--- src/rtl/ysyx_24070014_lsu_pkg.sv ---
// Shared widths, RV32 load/store width encodings and FSM state encoding for the LSU.
package ysyx_24070014_lsu_pkg;

   localparam int DATA_LEN = 32;
   localparam int ADDR_LEN = 32;

   localparam logic [2:0] LSU_B  = 3'b000;
   localparam logic [2:0] LSU_H  = 3'b001;
   localparam logic [2:0] LSU_W  = 3'b010;
   localparam logic [2:0] LSU_BU = 3'b100;
   localparam logic [2:0] LSU_HU = 3'b101;

   localparam logic [1:0] SZ_BYTE = 2'd0;
   localparam logic [1:0] SZ_HALF = 2'd1;
   localparam logic [1:0] SZ_WORD = 2'd2;

   typedef enum logic [1:0] {
      ST_IDLE = 2'b00,
      ST_REQ  = 2'b01,
      ST_WAIT = 2'b10,
      ST_DONE = 2'b11
   } lsu_state_e;

   // Reserved encodings fall through to word accesses.
   function automatic logic [1:0] access_size(input logic [2:0] funct3);
      case (funct3)
         LSU_B, LSU_BU: access_size = SZ_BYTE;
         LSU_H, LSU_HU: access_size = SZ_HALF;
         default:       access_size = SZ_WORD;
      endcase
   endfunction

endpackage

--- src/rtl/ysyx_24070014_lsu_if.sv ---
// Valid/ready memory bus between the LSU (master) and the data memory (slave).
interface ysyx_24070014_lsu_if;
   import ysyx_24070014_lsu_pkg::*;

   logic                mem_req_valid;
   logic                mem_req_ready;
   logic [ADDR_LEN-1:0] mem_addr;
   logic                mem_wen;
   logic [DATA_LEN-1:0] mem_wdata;
   logic [3:0]          mem_wstrb;
   logic                mem_resp_valid;
   logic [DATA_LEN-1:0] mem_rdata;

   modport master (
      output mem_req_valid, mem_addr, mem_wen, mem_wdata, mem_wstrb,
      input  mem_req_ready, mem_resp_valid, mem_rdata
   );

   modport slave (
      input  mem_req_valid, mem_addr, mem_wen, mem_wdata, mem_wstrb,
      output mem_req_ready, mem_resp_valid, mem_rdata
   );

endinterface

--- src/rtl/ysyx_24070014_lsu_align.sv ---
// Combinational store lane/strobe generation and load extract/extend.
// YSYX_24070014_LSU_MISALIGN_CHECK_EN enables the misalignment flag; otherwise it is 0.
module ysyx_24070014_lsu_align
   import ysyx_24070014_lsu_pkg::*;
(
   input  logic [1:0]          st_addr_lo,
   input  logic [2:0]          st_funct3,
   input  logic [DATA_LEN-1:0] st_wdata,
   input  logic [1:0]          ld_addr_lo,
   input  logic [2:0]          ld_funct3,
   input  logic [DATA_LEN-1:0] ld_rdata,
   output logic [3:0]          st_wstrb,
   output logic [DATA_LEN-1:0] st_lane_data,
   output logic                misalign,
   output logic [DATA_LEN-1:0] ld_data
);

   logic [7:0]  ld_byte_s;
   logic [15:0] ld_half_s;

   // store data is replicated across all lanes so the strobe alone picks the bytes
   always_comb begin
      st_wstrb     = 4'b1111;
      st_lane_data = st_wdata;
      case (access_size(st_funct3))
         SZ_BYTE: begin
            st_wstrb     = 4'b0001 << st_addr_lo;
            st_lane_data = {4{st_wdata[7:0]}};
         end
         SZ_HALF: begin
            st_wstrb     = 4'b0011 << {st_addr_lo[1], 1'b0};
            st_lane_data = {2{st_wdata[15:0]}};
         end
         default: begin
            st_wstrb     = 4'b1111;
            st_lane_data = st_wdata;
         end
      endcase
   end

`ifdef YSYX_24070014_LSU_MISALIGN_CHECK_EN
   // halves need addr[0]=0, words need addr[1:0]=0
   always_comb begin
      case (access_size(st_funct3))
         SZ_BYTE: misalign = 1'b0;
         SZ_HALF: misalign = st_addr_lo[0];
         default: misalign = (st_addr_lo != 2'b00);
      endcase
   end
`else
   assign misalign = 1'b0;
`endif

   // byte lane select
   always_comb begin
      case (ld_addr_lo)
         2'b00:   ld_byte_s = ld_rdata[7:0];
         2'b01:   ld_byte_s = ld_rdata[15:8];
         2'b10:   ld_byte_s = ld_rdata[23:16];
         2'b11:   ld_byte_s = ld_rdata[31:24];
         default: ld_byte_s = ld_rdata[7:0];
      endcase
   end

   assign ld_half_s = ld_addr_lo[1] ? ld_rdata[31:16] : ld_rdata[15:0];

   // sign/zero extension
   always_comb begin
      case (ld_funct3)
         LSU_B:   ld_data = {{(DATA_LEN-8){ld_byte_s[7]}}, ld_byte_s};
         LSU_BU:  ld_data = {{(DATA_LEN-8){1'b0}}, ld_byte_s};
         LSU_H:   ld_data = {{(DATA_LEN-16){ld_half_s[15]}}, ld_half_s};
         LSU_HU:  ld_data = {{(DATA_LEN-16){1'b0}}, ld_half_s};
         default: ld_data = ld_rdata;
      endcase
   end

endmodule

--- src/rtl/ysyx_24070014_lsu.sv ---
// RV32 load/store unit: one transaction at a time, IDLE -> REQ -> WAIT -> DONE.
// Build option: YSYX_24070014_LSU_MISALIGN_CHECK_EN reports misaligned H/W accesses via out_err.
module ysyx_24070014_lsu
   import ysyx_24070014_lsu_pkg::*;
(
   input  logic                clk,
   input  logic                rst_n,
   input  logic                in_valid,
   output logic                in_ready,
   input  logic [ADDR_LEN-1:0] in_addr,
   input  logic [DATA_LEN-1:0] in_wdata,
   input  logic                in_is_load,
   input  logic                in_is_store,
   input  logic [2:0]          in_funct3,
   output logic                out_valid,
   input  logic                out_ready,
   output logic [DATA_LEN-1:0] out_data,
   output logic                out_err,
   ysyx_24070014_lsu_if.master mem
);

   lsu_state_e          state_r;
   lsu_state_e          state_nxt_s;
   logic [1:0]          addr_lo_r;
   logic [2:0]          funct3_r;
   logic                wen_r;
   logic [DATA_LEN-1:0] out_data_r;
   logic                out_err_r;
   logic [ADDR_LEN-1:0] mem_addr_r;
   logic [DATA_LEN-1:0] mem_wdata_r;
   logic [3:0]          mem_wstrb_r;

   logic                is_mem_s;
   logic                is_store_s;
   logic                accept_s;
   logic                go_mem_s;
   logic [3:0]          st_wstrb_s;
   logic [DATA_LEN-1:0] st_lane_s;
   logic                misalign_s;
   logic [DATA_LEN-1:0] ld_data_s;

   // load wins when both kind bits are set
   assign is_mem_s   = in_is_load | in_is_store;
   assign is_store_s = in_is_store & ~in_is_load;
   assign accept_s   = in_valid & (state_r == ST_IDLE);
   assign go_mem_s   = is_mem_s & ~misalign_s;

   ysyx_24070014_lsu_align u_align (
      .st_addr_lo   (in_addr[1:0]),
      .st_funct3    (in_funct3),
      .st_wdata     (in_wdata),
      .ld_addr_lo   (addr_lo_r),
      .ld_funct3    (funct3_r),
      .ld_rdata     (mem.mem_rdata),
      .st_wstrb     (st_wstrb_s),
      .st_lane_data (st_lane_s),
      .misalign     (misalign_s),
      .ld_data      (ld_data_s)
   );

   // FSM state register
   always_ff @(posedge clk or negedge rst_n) begin
      if (!rst_n) state_r <= ST_IDLE;
      else        state_r <= state_nxt_s;
   end

   // FSM next-state logic
   always_comb begin
      state_nxt_s = state_r;
      case (state_r)
         ST_IDLE: begin
            if (in_valid) state_nxt_s = go_mem_s ? ST_REQ : ST_DONE;
            else          state_nxt_s = ST_IDLE;
         end
         ST_REQ: begin
            if (mem.mem_req_ready) state_nxt_s = ST_WAIT;
            else                   state_nxt_s = ST_REQ;
         end
         ST_WAIT: begin
            if (mem.mem_resp_valid) state_nxt_s = ST_DONE;
            else                    state_nxt_s = ST_WAIT;
         end
         ST_DONE: begin
            if (out_ready) state_nxt_s = ST_IDLE;
            else           state_nxt_s = ST_DONE;
         end
         default: state_nxt_s = ST_IDLE;
      endcase
   end

   // request fields are captured on acceptance and held through REQ; result is captured in WAIT
   always_ff @(posedge clk or negedge rst_n) begin
      if (!rst_n) begin
         addr_lo_r   <= 2'b00;
         funct3_r    <= 3'b000;
         wen_r       <= 1'b0;
         out_data_r  <= {DATA_LEN{1'b0}};
         out_err_r   <= 1'b0;
         mem_addr_r  <= {ADDR_LEN{1'b0}};
         mem_wdata_r <= {DATA_LEN{1'b0}};
         mem_wstrb_r <= 4'b0000;
      end else if (accept_s) begin
         addr_lo_r  <= in_addr[1:0];
         funct3_r   <= in_funct3;
         out_err_r  <= is_mem_s & misalign_s;
         out_data_r <= is_mem_s ? {DATA_LEN{1'b0}} : in_addr;
         if (go_mem_s) begin
            mem_addr_r  <= {in_addr[ADDR_LEN-1:2], 2'b00};
            wen_r       <= is_store_s;
            mem_wdata_r <= st_lane_s;
            mem_wstrb_r <= is_store_s ? st_wstrb_s : 4'b0000;
         end
      end else if ((state_r == ST_WAIT) && mem.mem_resp_valid) begin
         out_data_r <= wen_r ? {DATA_LEN{1'b0}} : ld_data_s;
      end
   end

   assign in_ready          = (state_r == ST_IDLE);
   assign out_valid         = (state_r == ST_DONE);
   assign out_data          = out_data_r;
   assign out_err           = out_err_r;
   assign mem.mem_req_valid = (state_r == ST_REQ);
   assign mem.mem_addr      = mem_addr_r;
   assign mem.mem_wen       = wen_r;
   assign mem.mem_wdata     = mem_wdata_r;
   assign mem.mem_wstrb     = mem_wstrb_r;

endmodule

--- src/flat_wrapper.sv ---
// flat-port wrapper written by rule: the top's interface ports become plain ports
module ysyx_24070014_lsu_flat import ysyx_24070014_lsu_pkg::*;
  (clk, rst_n, in_valid, in_ready, in_addr, in_wdata, in_is_load, in_is_store, in_funct3, out_valid, out_ready, out_data, out_err, mem_mem_req_valid, mem_mem_addr, mem_mem_wen, mem_mem_wdata, mem_mem_wstrb, mem_mem_req_ready, mem_mem_resp_valid, mem_mem_rdata);
  ysyx_24070014_lsu_if mem_i ();
  input  logic clk;
  input  logic rst_n;
  input  logic in_valid;
  output logic in_ready;
  input  logic [ADDR_LEN-1:0] in_addr;
  input  logic [DATA_LEN-1:0] in_wdata;
  input  logic in_is_load;
  input  logic in_is_store;
  input  logic [2:0] in_funct3;
  output logic out_valid;
  input  logic out_ready;
  output logic [DATA_LEN-1:0] out_data;
  output logic out_err;
  output wire logic [$bits(mem_i.mem_req_valid)-1:0] mem_mem_req_valid;
  output wire logic [$bits(mem_i.mem_addr)-1:0] mem_mem_addr;
  output wire logic [$bits(mem_i.mem_wen)-1:0] mem_mem_wen;
  output wire logic [$bits(mem_i.mem_wdata)-1:0] mem_mem_wdata;
  output wire logic [$bits(mem_i.mem_wstrb)-1:0] mem_mem_wstrb;
  input wire logic [$bits(mem_i.mem_req_ready)-1:0] mem_mem_req_ready;
  input wire logic [$bits(mem_i.mem_resp_valid)-1:0] mem_mem_resp_valid;
  input wire logic [$bits(mem_i.mem_rdata)-1:0] mem_mem_rdata;
  assign mem_mem_req_valid = mem_i.mem_req_valid;
  assign mem_mem_addr = mem_i.mem_addr;
  assign mem_mem_wen = mem_i.mem_wen;
  assign mem_mem_wdata = mem_i.mem_wdata;
  assign mem_mem_wstrb = mem_i.mem_wstrb;
  assign mem_i.mem_req_ready = mem_mem_req_ready;
  assign mem_i.mem_resp_valid = mem_mem_resp_valid;
  assign mem_i.mem_rdata = mem_mem_rdata;
  ysyx_24070014_lsu u_core (.clk(clk), .rst_n(rst_n), .in_valid(in_valid), .in_ready(in_ready), .in_addr(in_addr), .in_wdata(in_wdata), .in_is_load(in_is_load), .in_is_store(in_is_store), .in_funct3(in_funct3), .out_valid(out_valid), .out_ready(out_ready), .out_data(out_data), .out_err(out_err), .mem(mem_i));
endmodule
--- config.mk ---
export PLATFORM = sky130hd
export DESIGN_NAME = ysyx_24070014_lsu_flat
export DESIGN_NICKNAME = d
export VERILOG_FILES = /design/src/rtl/ysyx_24070014_lsu_pkg.sv /design/src/rtl/ysyx_24070014_lsu_if.sv /design/src/rtl/ysyx_24070014_lsu_align.sv /design/src/rtl/ysyx_24070014_lsu.sv /design/src/flat_wrapper.sv
export SDC_FILE = /design/constraint.sdc
export NUM_CORES = 1
export LEC_CHECK = 0
export BUFFER_PORTS_ARGS = -buffer_cell sky130_fd_sc_hd__clkbuf_2
export CELL_PAD_IN_SITES_DETAIL_PLACEMENT = 1
export CELL_PAD_IN_SITES_GLOBAL_PLACEMENT = 1
export CORE_MARGIN = 4
export CORE_UTILIZATION = 25
export DETAILED_ROUTE_END_ITERATION = 10
export HOLD_SLACK_MARGIN = 0.02
export PLACE_DENSITY_LB_ADDON = 0.1
export SLEW_MARGIN = 5
export SYNTH_ARGS = -nofsm -noshare
export SYNTH_HDL_FRONTEND = slang
export SYNTH_SLANG_ARGS = --single-unit
export TNS_END_PERCENT = 100
--- constraint.sdc ---
create_clock -name clk -period 2.6 [get_ports clk]
set_clock_uncertainty 0.2 [all_clocks]
set_input_delay 0.52 -clock clk [delete_from_list [all_inputs] [get_ports clk]]
set_output_delay 0.52 -clock clk [all_outputs]
set_load 0.005 [all_outputs]
# After elaboration in Yosys (flattened, before gate mapping)
# Index checks and enable logic that the tools add are counted.
[totals]
output_inout_bits = 105
ff_bits = 106
elab_cells = 54
in_bits = 107
[op_classes]
bitwise_logic = 4
eq_ne = 13
n_reduce_logical = 10
shift = 2
n_mux = 17
[op_table]
columns = ["cell", "count"]
rows = [
  ["two-way mux 32 bit", 4],
  ["case mux 32 bit (4 select lines)", 1],
  ["case mux 32 bit (2 select lines)", 1],
  ["case mux 8 bit (4 select lines)", 1],
  ["two-way mux 16 bit", 1],
  ["equality test 3 bit (second input constant)", 4],
  ["equality test 2 bit (second input constant)", 4],
  ["two-way mux 2 bit", 4],
  ["case mux 2 bit (4 select lines)", 1],
  ["case mux 4 bit (2 select lines)", 1],
  ["equality test 2 x 1 -> 1 bit (second input constant)", 3],
  ["equality test 3 x 1 -> 1 bit (second input constant)", 2],
  ["logical NOT 2 bit", 3],
  ["logical NOT 3 bit", 2],
  ["two-way mux 4 bit", 1],
  ["case mux 2 bit (2 select lines)", 1],
  ["OR reduction 2 bit", 2],
  ["left shift 1 x 2 -> 4 bit (first input constant)", 1],
  ["left shift 2 x 2 -> 4 bit (first input constant)", 1],
  ["AND 1 bit", 2],
  ["AND reduction 2 bit", 1],
  ["nonzero test 2 bit", 1],
  ["logical AND 1 bit", 1],
  ["two-way mux 1 bit", 1],
  ["2 further kinds", 2],
]

# Logic depth before layout (Yosys ltp)
# Gate-level depths: netlist (run 1).
[depth]
depth_word = 6
depth_mapped = 7
ltp_nobuf = 4

# Hierarchy
# Synthesis (run 1) repeated with hierarchy kept, for this count alone.
[hier_totals]
cells_unflattened = 539
area_unflattened_um2 = 6206.0
[modules_own_cells]
columns = ["mod", "seq_area_each_um2", "instances", "cells_each", "area_per_inst_um2"]
rows = [
  ["ysyx_24070014_lsu", 2677.6, 1, 361, 4933.5],
  ["ysyx_24070014_lsu_align", 0.0, 1, 178, 1272.5],
]

# Worst setup path before layout (run 1)
# No wires, ideal clock.
[synth_timing]
path_kind = "input -> register"
from = "input mem_mem_rdata[31]"
to = "register u_core.out_data_r[15] (netlist: u_core.out_data[15])"
path_buffers = 0
path_stages = 4
arrival_ns = 1.619
slack_ns = 0.655
setup_time_ns = 0.126
required_ns = 2.274
path_cell_list = "mux4_2 > and2_0 > o221a_1 > a221o_1"
[synth_between]
elab_chain_cells = 5
elab_cells_between_ends = 6
cone_classes = "mux: 6"
[synth_rtl]
columns = ["item", "line", "rtl"]
rows = [
  ["start: declaration", "flat_wrapper.sv:25", "input wire logic [$bits(mem_i.mem_rdata)-1:0] mem_mem_rdata;"],
  ["case mux 8 bit (4 select lines) or two-way mux 16 bit (tied branches)", "ysyx_24070014_lsu_align.sv:56, ysyx_24070014_lsu_align.sv:65", ""],
  ["case mux 32 bit (4 select lines) (*)", "ysyx_24070014_lsu_align.sv:69", "case (ld_funct3)"],
  ["two-way mux 32 bit (*)", "ysyx_24070014_lsu.sv:114", "out_data_r <= wen_r ? {DATA_LEN{1'b0}} : ld_data_s;"],
  ["two-way mux 32 bit (*)", "ysyx_24070014_lsu.sv:113", "end else if ((state_r == ST_WAIT) && mem.mem_resp_valid) begin"],
  ["two-way mux 32 bit (*)", "ysyx_24070014_lsu.sv:102", "end else if (accept_s) begin"],
  ["end signal: assignment", "ysyx_24070014_lsu.sv:97", "out_data_r <= {DATA_LEN{1'b0}};"],
  ["end signal: assignment", "ysyx_24070014_lsu.sv:106", "out_data_r <= is_mem_s ? {DATA_LEN{1'b0}} : in_addr;"],
  ["end signal: assignment", "ysyx_24070014_lsu.sv:114", ""],
  ["end: declaration", "ysyx_24070014_lsu.sv:27", "logic [DATA_LEN-1:0] out_data_r;"],
]
# Mark *: on every way between the ends. The rest lies on a longest branch, timed or not. The select of a mux whose other input is x is not followed.
# A chain may end at the register's enable or synchronous reset.

# Final worst setup path (run 1)
[layout_timing]
from = "register u_core.addr_lo_r[1]"
to = "register u_core.out_data_r[23] (netlist: u_core.out_data[23])"
[layout_between]
elab_chain_cells = 6
elab_cells_between_ends = 10
cone_classes = "eq/ne: 3; mux: 6; reduce/logical: 1"
[layout_rtl]
columns = ["item", "line", "rtl"]
rows = [
  ["start: declaration", "ysyx_24070014_lsu.sv:24", "logic [1:0] addr_lo_r;"],
  ["start signal: assignment", "ysyx_24070014_lsu.sv:103", "addr_lo_r <= in_addr[1:0];"],
  ["equality test 2 bit (tied with other cells)", "ysyx_24070014_lsu_align.sv:56", "case (ld_addr_lo)"],
  ["case mux 8 bit (4 select lines)", "ysyx_24070014_lsu_align.sv:56", ""],
  ["case mux 32 bit (4 select lines) (*)", "ysyx_24070014_lsu_align.sv:69", ""],
  ["two-way mux 32 bit (*)", "ysyx_24070014_lsu.sv:114", ""],
  ["two-way mux 32 bit (*)", "ysyx_24070014_lsu.sv:113", ""],
  ["two-way mux 32 bit (*)", "ysyx_24070014_lsu.sv:102", ""],
]
# Marks and branches as above.

==> implementation parameters, run 1 <==
Parameter                              Value

Clock tree
  TritonCTS clock tree ... done
  Clock insertion delay at the later pin of the skew report ... 350 ps
  Cts bufs inserted ... 9
  Number of instances resized during post-cts repair ... 0
  Clock Path Buffers ... 2
  Master cell of the clock root buffer ... clkbuf_16
  Post-CTS Setup Inserts ... 0
  Number of H-tree levels ... 3
  Post-CTS Hold Fix Bufs ... 0
  Worst-path clk slew ... 70 ps
  Count of clock tree sinks ... between 100 and 150

STA
  Count of final setup violators ... 0
  Final hold violation count ... 2
  Worst slack on hold paths ... -4.70 ps
  Unrepaired setup endpoints after global routing ... no
  Setup total negative slack ... 0 ps
  Worst slew margin ... roughly 50%
  Period utilization ... approximately four fifths
  Actual transition at the worst max-transition pin ... about 750 ps
  Highest clock rate ... 0.478 GHz
  Final critical path time including I/O delays and setup ... between 2000 and 2500 ps
  Final Slew Violations ... 0

Pwr
  Final Power ... approximately 7.6 mW
  Switching component of the power ... ~2.9 mW
  Power share of the clock group ... between 15 and 20%
  Proportion of power drawn by combinational gates ... 42.9%
  Static leakage power ... approximately 3.3 nW
  Net switching share of the total power ... a little under two fifths
  Total power per unit cell area ... 1110 nW/um^2
  Worst supply voltage drop on vdd ... roughly 0.00036 V
  Relative contribution of sequential cells to total power ... 39.1%
  Internal power component ... between 4 and 5 mW

Finish
  Leading cell type in the layout, fill and taps excluded ... clkbuf_2
  Layout overhead on the synthesized area ... 32.8%
  Most frequent cells in the layout ... clkbuf_2 (207), dfrtp_1 (106), o21ai_0 (64), a21oi_1 (48), mux2_2 (47)
  Sequential cell area ... approximately 2700 um^2
  Area of combinational cells with multiple inputs ... between 2000 and 2500 um^2
  Filler cell count ... approximately 2,400
  Proportion of layout cells with a drive suffix above 1 ... ~44%
  Layout Cells excl Fill ... approximately 950
  Net count of the finished layout ... 781
  Final core area utilization ... between 30% and 40%
  Final antenna diode count ... 0

Synth
  Commonest register cell after synthesis ... dfrtp_1
  Share of flip-flops with an asynchronous set or reset ... between 90% and 100%
  Mean instance size in the synthesized netlist ... 10.7 um^2
  Dominant cell type by area after synthesis ... dfrtp_1
  Cell Area, Synth ... 5120 um^2
  Top cells by area in the synthesized netlist ... dfrtp_1 (52%), mux2_2 (10%), o21ai_0 (6.3%)
  Post-synthesis sequential element count ... roughly 110
  Number of enable-type register cells in the synthesized netlist ... 0
  Post-Syn Instances ... between 400 and 500
  Share of the synthesized area in the top cell type ... between 50% and 60%
  Post-synthesis sequential area ratio ... about half
  Number of different library cells in the post-synthesis netlist ... 38
  Warnings from Yosys ... 0

Place
  Number of buffers inserted by port buffering ... roughly 210
  Last weighted congestion value of the routability-driven placer ... between 0.7 and 0.8
  Instance count after placement with tap cells included ... 933
  Dpl hpwl ... 14,100 um

Critical path
  Required time worst endpoint ... approximately 2600 ps
  Number of cell instances on the worst register-to-register path ... 4
  Arrival time of data at the critical path endpoint ... 2100 ps
  Worst R2R End ... u_core.out_data[23]$_DFFE_PN0P_
  Element type at the critical path end ... flop
  Critical-path cell with the highest stage delay ... mux4_2
  Launch instance of the worst register-to-register path ... u_core.addr_lo_r[1]$_DFFE_PN0P_
  Delay of the slowest cell on the worst path ... ~600 ps
  End point of the critical path ... u_core.out_data[23]$_DFFE_PN0P_
  Reg-to-reg slack, setup ... around 500 ps
  Source of the critical timing path ... u_core.addr_lo_r[1]$_DFFE_PN0P_
  WS Path Type ... reg2reg
  Kind of launch point of the worst setup path ... flop
  Worst Path Max Fanout ... 16
  Chain of cells forming the critical path ... mux4_2 > and2_4 > o21ai_4 > o21ai_0

Run
  Number of maximum-capacitance constraint violations ... 0

Run status
  Violated checks ... negative hold slack
  Status ... finished with violations

Drt
  Via count normalized by instance count ... 4.75
  Final wirelength ... between 15,000 and 20,000 um
  Antenna-violating nets left ... 0
  Drt drc ... 0
  Number of vias in the routed layout ... 4,509
  Drt initial violations ... 143
  Detailed-routing iteration count for the pre-antenna-repair pass ... 4
  Drt wl/cell ... 19.3 um

Global routing
  Number of antenna violations at the first check in global routing ... 0
  Vias in the first global route ... between 4,000 and 5,000
  Total routing usage reported by global routing ... approximately 16%
  Pin count of the biggest net entering global routing ... 49
  Residual overflow from global routing ... 0
  First-pass GRT wire length ... 28,300 um

Die
  Height of the chip ... 151 um
  Number of top-level pins ... ~210
  Die Outline Area ... 22,800 um^2
  Initial core utilization ... roughly 25%
  Core ar. ... 20,200 um^2
  Num rows ... 52
  Horiz. Die Dim ... about 150 um

Worst hold path
  Path class of the lowest-slack min-delay path ... in2async
layer usage:
layer | vias to the layer above | track usage [%] | share of wire [%]
met1 | 2246 | 21.0 | 44
li1 | 2116 | - | -
met4 | 0 | 4.62 | 1.2
met3 | 14 | 4.01 | 6.7
met2 | 133 | 26.7 | 48
met5 | - | 0 | 0
logic make-up (layout without fill, tap and decap cells):
family | count (synthesis) | in the layout | share of synthesized area (%)
other | 1 | 3 | 0.0733
buffers and inverters | 47 | 248 | 4.35
AOI/OAI and AO/OA | 163 | 163 | 19.7
DFF | 106 | 106 | 51.8
muxes | 75 | 75 | 16.1
and+or+nand+nor | 84 | 84 | 7.92
cell type report:
type                            count  share of cell area, %
Multi-Input combinational cell    325                   33.2
Tap cell                          270                   4.97
Clock buffer                       10                   3.52
Sequential cell                   106                   39.0
Clock inverter                      6                  0.718
Timing Repair Buffer              225                   18.2
Inverter                            7                  0.387
Yosys cell counts, types with 2 or more instances:
master,count
or2_2,2
o21ai_0,64
buf_4,5
a22oi_1,19
and2_1,2
nand2_1,41
nor3b_4,2
buf_6,2
mux2i_1,27
o221ai_1,7
a311oi_1,6
dfrtp_1,106
a221o_1,9
buf_2,10
nand2b_1,9
nor2_1,22
clkbuf_1,23
a21oi_1,48
mux2_2,47
inv_1,7
per-stage QoR:
step	area (um^2)	setup WS, ps
2_1_floorplan	5120	655
3_3_place_gp	6510	407
3_5_place_dp	6510	317
4_1_cts	6790	471
5_1_grt	6790	386
6_report	6790	510
worst min path at each step:
stage | slack [ps] | end | start | cells after the start
2_1_floorplan | 20 | u_core.addr_lo_r[0]$_DFFE_PN0P_ | rst_n | 0
5_1_grt | 40 | u_core.mem.mem_wdata[29]$_DFFE_PN0P_ | rst_n | 1
3_5_place_dp | 270 | u_core.mem.mem_wdata[24]$_DFFE_PN0P_ | u_core.mem.mem_wdata[24]$_DFFE_PN0P_ | 2
6_report | -5 | u_core.mem.mem_wdata[29]$_DFFE_PN0P_ | rst_n | 1
4_1_cts | 30 | u_core.mem.mem_wdata[29]$_DFFE_PN0P_ | rst_n | 1
3_3_place_gp | 260 | u_core.mem.mem_wdata[20]$_DFFE_PN0P_ | u_core.mem.mem_wdata[20]$_DFFE_PN0P_ | 2
power by group through the flow:
stage	clock, mW	sequential [mW]	combinational [mW]
floorplan	0	2.88	1.84
CTS	1.43	2.96	3.33
global route	1.49	3.07	3.63
detailed placement	0	2.99	3.32
finish	1.36	2.95	3.24
global placement	0	2.95	3.24
critical path, delay by kind of cell (launching register included):
kind / cells / cell delay (ps)
DFF: 1 / 430
and+or+nand+nor: 1 / 200
muxes: 1 / 590
AOI/OAI and AO/OA: 2 / 530
flip-flops by register name, indices dropped and copies added, names as in the netlist:
signal and cells:
u_core.state_r 2, u_core.funct3_r 3, u_core.mem.mem_addr 30, u_core.out_data 32, u_core.mem.mem_wdata 32, u_core.addr_lo_r 2, u_core.mem.mem_wen 1, u_core.mem.mem_wstrb 4
No activity file was read; power rests on OpenSTA's default activity.
==> run 2: changes to the inputs <==
==> constraint.sdc (replaced) <==
create_clock -name clk -period 2 [get_ports clk]
set_clock_uncertainty 0.2 [all_clocks]
set_input_delay 0.4 -clock clk [delete_from_list [all_inputs] [get_ports clk]]
set_output_delay 0.4 -clock clk [all_outputs]
set_load 0.005 [all_outputs]
==> run 2 against run 1 <==
- the flow now finishes without violations
- utilization increased by 0.42 points
- final cell count increased by 1.2%
- first-iteration DRC count increased by 34%
- critical path depth unchanged
- fmax increased by 7.1%
- clock power increased by 30%
- total power increased by 32%
- sequential share of layout area decreased by 0.48 points
- sequential cell count unchanged
- routed wire length increased by 1.2%
- hold slack improved by 75 ps
- combinational power increased by 36%
- critical endpoint is now u_core.out_data[15]$_DFFE_PN0P_
- largest power group unchanged
- highest routed layer is now met5
==> implementation parameters, run 2 (synthesis results as in run 1) <==
Parameter                              Value

Run status
  Status ... complete, no violations

Critical path
  Delay of the slowest cell on the worst path ... 600 ps (about the same)
  Element type at the critical path end ... flop
  Critical-path cell with the highest stage delay ... mux4_2
  Source of the critical timing path ... u_core.addr_lo_r[1]$_DFFE_PN0P_
  WS Path Type ... reg2reg
  Number of cell instances on the worst register-to-register path ... 4 (unchanged)
  Required time worst endpoint ... 2040 ps (-570 ps)
  Launch instance of the worst register-to-register path ... u_core.addr_lo_r[1]$_DFFE_PN0P_
  Chain of cells forming the critical path ... mux4_2 > and2_1 > o221a_1 > a221o_1
  Kind of launch point of the worst setup path ... flop
  Reg-to-reg slack, setup ... 50 ps (-460 ps)
  Worst Path Max Fanout ... 4 (-12)
  Arrival time of data at the critical path endpoint ... 1990 ps (-110 ps)
  End point of the critical path ... u_core.out_data[15]$_DFFE_PN0P_
  Worst R2R End ... u_core.out_data[15]$_DFFE_PN0P_

Die
  Num rows ... 52 (unchanged)
  Height of the chip ... 151 um (unchanged)
  Die Outline Area ... 22,800 um^2 (unchanged)
  Number of top-level pins ... 212 (unchanged)
  Core ar. ... 20,200 um^2 (unchanged)
  Initial core utilization ... 25.4% (unchanged)
  Horiz. Die Dim ... 151 um (unchanged)

Run
  Number of maximum-capacitance constraint violations ... 0 (unchanged)

Global routing
  Residual overflow from global routing ... 0 (unchanged)
  First-pass GRT wire length ... 28,300 um (+0.32%)
  Pin count of the biggest net entering global routing ... 107 (+120%)
  Total routing usage reported by global routing ... 16.1% (about the same)
  Number of antenna violations at the first check in global routing ... 1 (+1)
  Vias in the first global route ... 4,932 (+1.3%)

Place
  Setup slack after placement ... -25.7 ps (-343 ps)
  Last weighted congestion value of the routability-driven placer ... 0.758 (+0.53%)
  Number of buffers inserted by port buffering ... 208 (unchanged)
  Placed cell area ... 6580 um^2 (+1.2%)
  Dpl hpwl ... 14,100 um (+0.14%)

STA
  Final Slew Violations ... 0 (unchanged)
  Setup total negative slack ... 0 ps (unchanged)
  Final critical path time including I/O delays and setup ... 1950 ps (-138 ps)
  Worst slew margin ... 56.9% (+6.8 points)
  Count of final setup violators ... 0 (unchanged)
  Worst slack on hold paths ... 70.0 ps (+74.7 ps)
  Final hold violation count ... 0 (-2)
  Worst setup margin ... 47.4 ps (-462 ps)
  Actual transition at the worst max-transition pin ... 647 ps (-103 ps)
  Highest clock rate ... 0.512 GHz (+7.1%)
  Unrepaired setup endpoints after global routing ... yes
  Period utilization ... 97.6% (+17 points)

Drt
  Antenna-violating nets left ... 0 (unchanged)
  Number of vias in the routed layout ... 4,508 (-0.022%)
  Drt drc ... 0 (unchanged)
  Drt initial violations ... 191 (+34%)
  Drt wl/cell ... 19.3 um (about the same)
  Via count normalized by instance count ... 4.70 (-1.2%)
  Detailed-routing iteration count for the pre-antenna-repair pass ... 4 (unchanged)
  Final wirelength ... 18,500 um (+1.2%)

Clock tree
  Post-CTS Setup Inserts ... 0 (unchanged)
  TritonCTS clock tree ... done
  Clock insertion delay at the later pin of the skew report ... 350 ps (about the same)
  Master cell of the clock root buffer ... clkbuf_16
  Number of H-tree levels ... 3 (unchanged)
  Clock Path Buffers ... 2 (unchanged)
  Count of clock tree sinks ... 106 (unchanged)
  Worst-path clk slew ... 70 ps (about the same)
  Cts bufs inserted ... 9 (unchanged)

Worst hold path
  Path class of the lowest-slack min-delay path ... in2reg

Finish
  Design Area, Final ... 6880 um^2 (+1.3%)
  Final antenna diode count ... 0 (unchanged)
  Layout overhead on the synthesized area ... 34.5%
  Leading cell type in the layout, fill and taps excluded ... clkbuf_2
  Net count of the finished layout ... 792 (+1.4%)
  Proportion of layout cells with a drive suffix above 1 ... 44.6% (+0.60 points)
  Most frequent cells in the layout ... clkbuf_2 (207), dfrtp_1 (106), o21ai_0 (60), a21oi_1 (48), mux2_2 (47)

Pwr
  Static leakage power ... 3.34 nW (+1.5%)
  Worst supply voltage drop on vdd ... 0.000463 V (+27%)
  Final Power ... 9.95 mW (+32%)
  Total power per unit cell area ... 1450 nW/um^2 (+30%)
-- run 2: worst max-delay path, delay by kind of cell (launching register included) --
family / cells / cell delay, ps
simple gates: 1 / 180
compound gates: 2 / 460
mux: 1 / 600
flops: 1 / 390
-- run 2: worst min path at each step --
stage / endpoint / slack [ps] / cells past startpoint / startpoint
finish: u_core.funct3_r[2]$_DFFE_PN0P_ / 70 / 3 / in_funct3[2]
CTS: u_core.funct3_r[2]$_DFFE_PN0P_ / 50 / 3 / in_funct3[2]
detailed placement: u_core.mem.mem_wdata[23]$_DFFE_PN0P_ / 280 / 2 / u_core.mem.mem_wdata[23]$_DFFE_PN0P_
floorplan: u_core.addr_lo_r[0]$_DFFE_PN0P_ / -100 / 0 / rst_n
global route: u_core.funct3_r[2]$_DFFE_PN0P_ / 70 / 3 / in_funct3[2]
global placement: u_core.mem.mem_wdata[20]$_DFFE_PN0P_ / 260 / 2 / u_core.mem.mem_wdata[20]$_DFFE_PN0P_
-- run 2: per-stage QoR --
stage / instances / utilization, %
after floorplan: 478 / -
after global placement: 943 / 32.6
after detailed placement: 943 / 32.6
after CTS: 960 / 34.1
after global routing: 960 / 34.1
final: 960 / 34.1
-- run 2: area by class of cell --
class                           instances  area [um^2]
Fill cell                            2365        13300
Clock buffer                           11          243
Multi-Input combinational cell        325         2260
Timing Repair Buffer                  236         1320
Inverter                                7         26.3
Tap cell                              270          338
Clock inverter                          5         45.0
Sequential cell                       106         2650
-- run 2: power breakdown --
part / internal (mW) / leakage, nW / switching, mW
Combinational: 2.12 / 1.88 / 2.30
Sequential: 3.15 / 1.32 / 0.606
Clock: 0.900 / 0.138 / 0.871
Total: 6.17 / 3.34 / 3.78
-- run 2: repair_timing --
item / in CTS / in global routing
hold buffers: 1 / 0
endpoints found under the setup margin: 0 / 23
resized for setup: 0 / 5
hold endpoints to repair: 106 / 0
-- run 2: routing by layer --
| layer | track usage (%) | up-vias | wire length, um | share of wire (%) |
|---|---|---|---|---|
| li1 | - | 2133 | - | - |
| met5 | 0 | - | 12 | 0.065 |
| met4 | 4.53 | 2 | 243 | 1.3 |
| met2 | 27.1 | 135 | 9140 | 49 |
| met1 | 20.5 | 2223 | 7980 | 43 |
| met3 | 4.28 | 15 | 1170 | 6.3 |
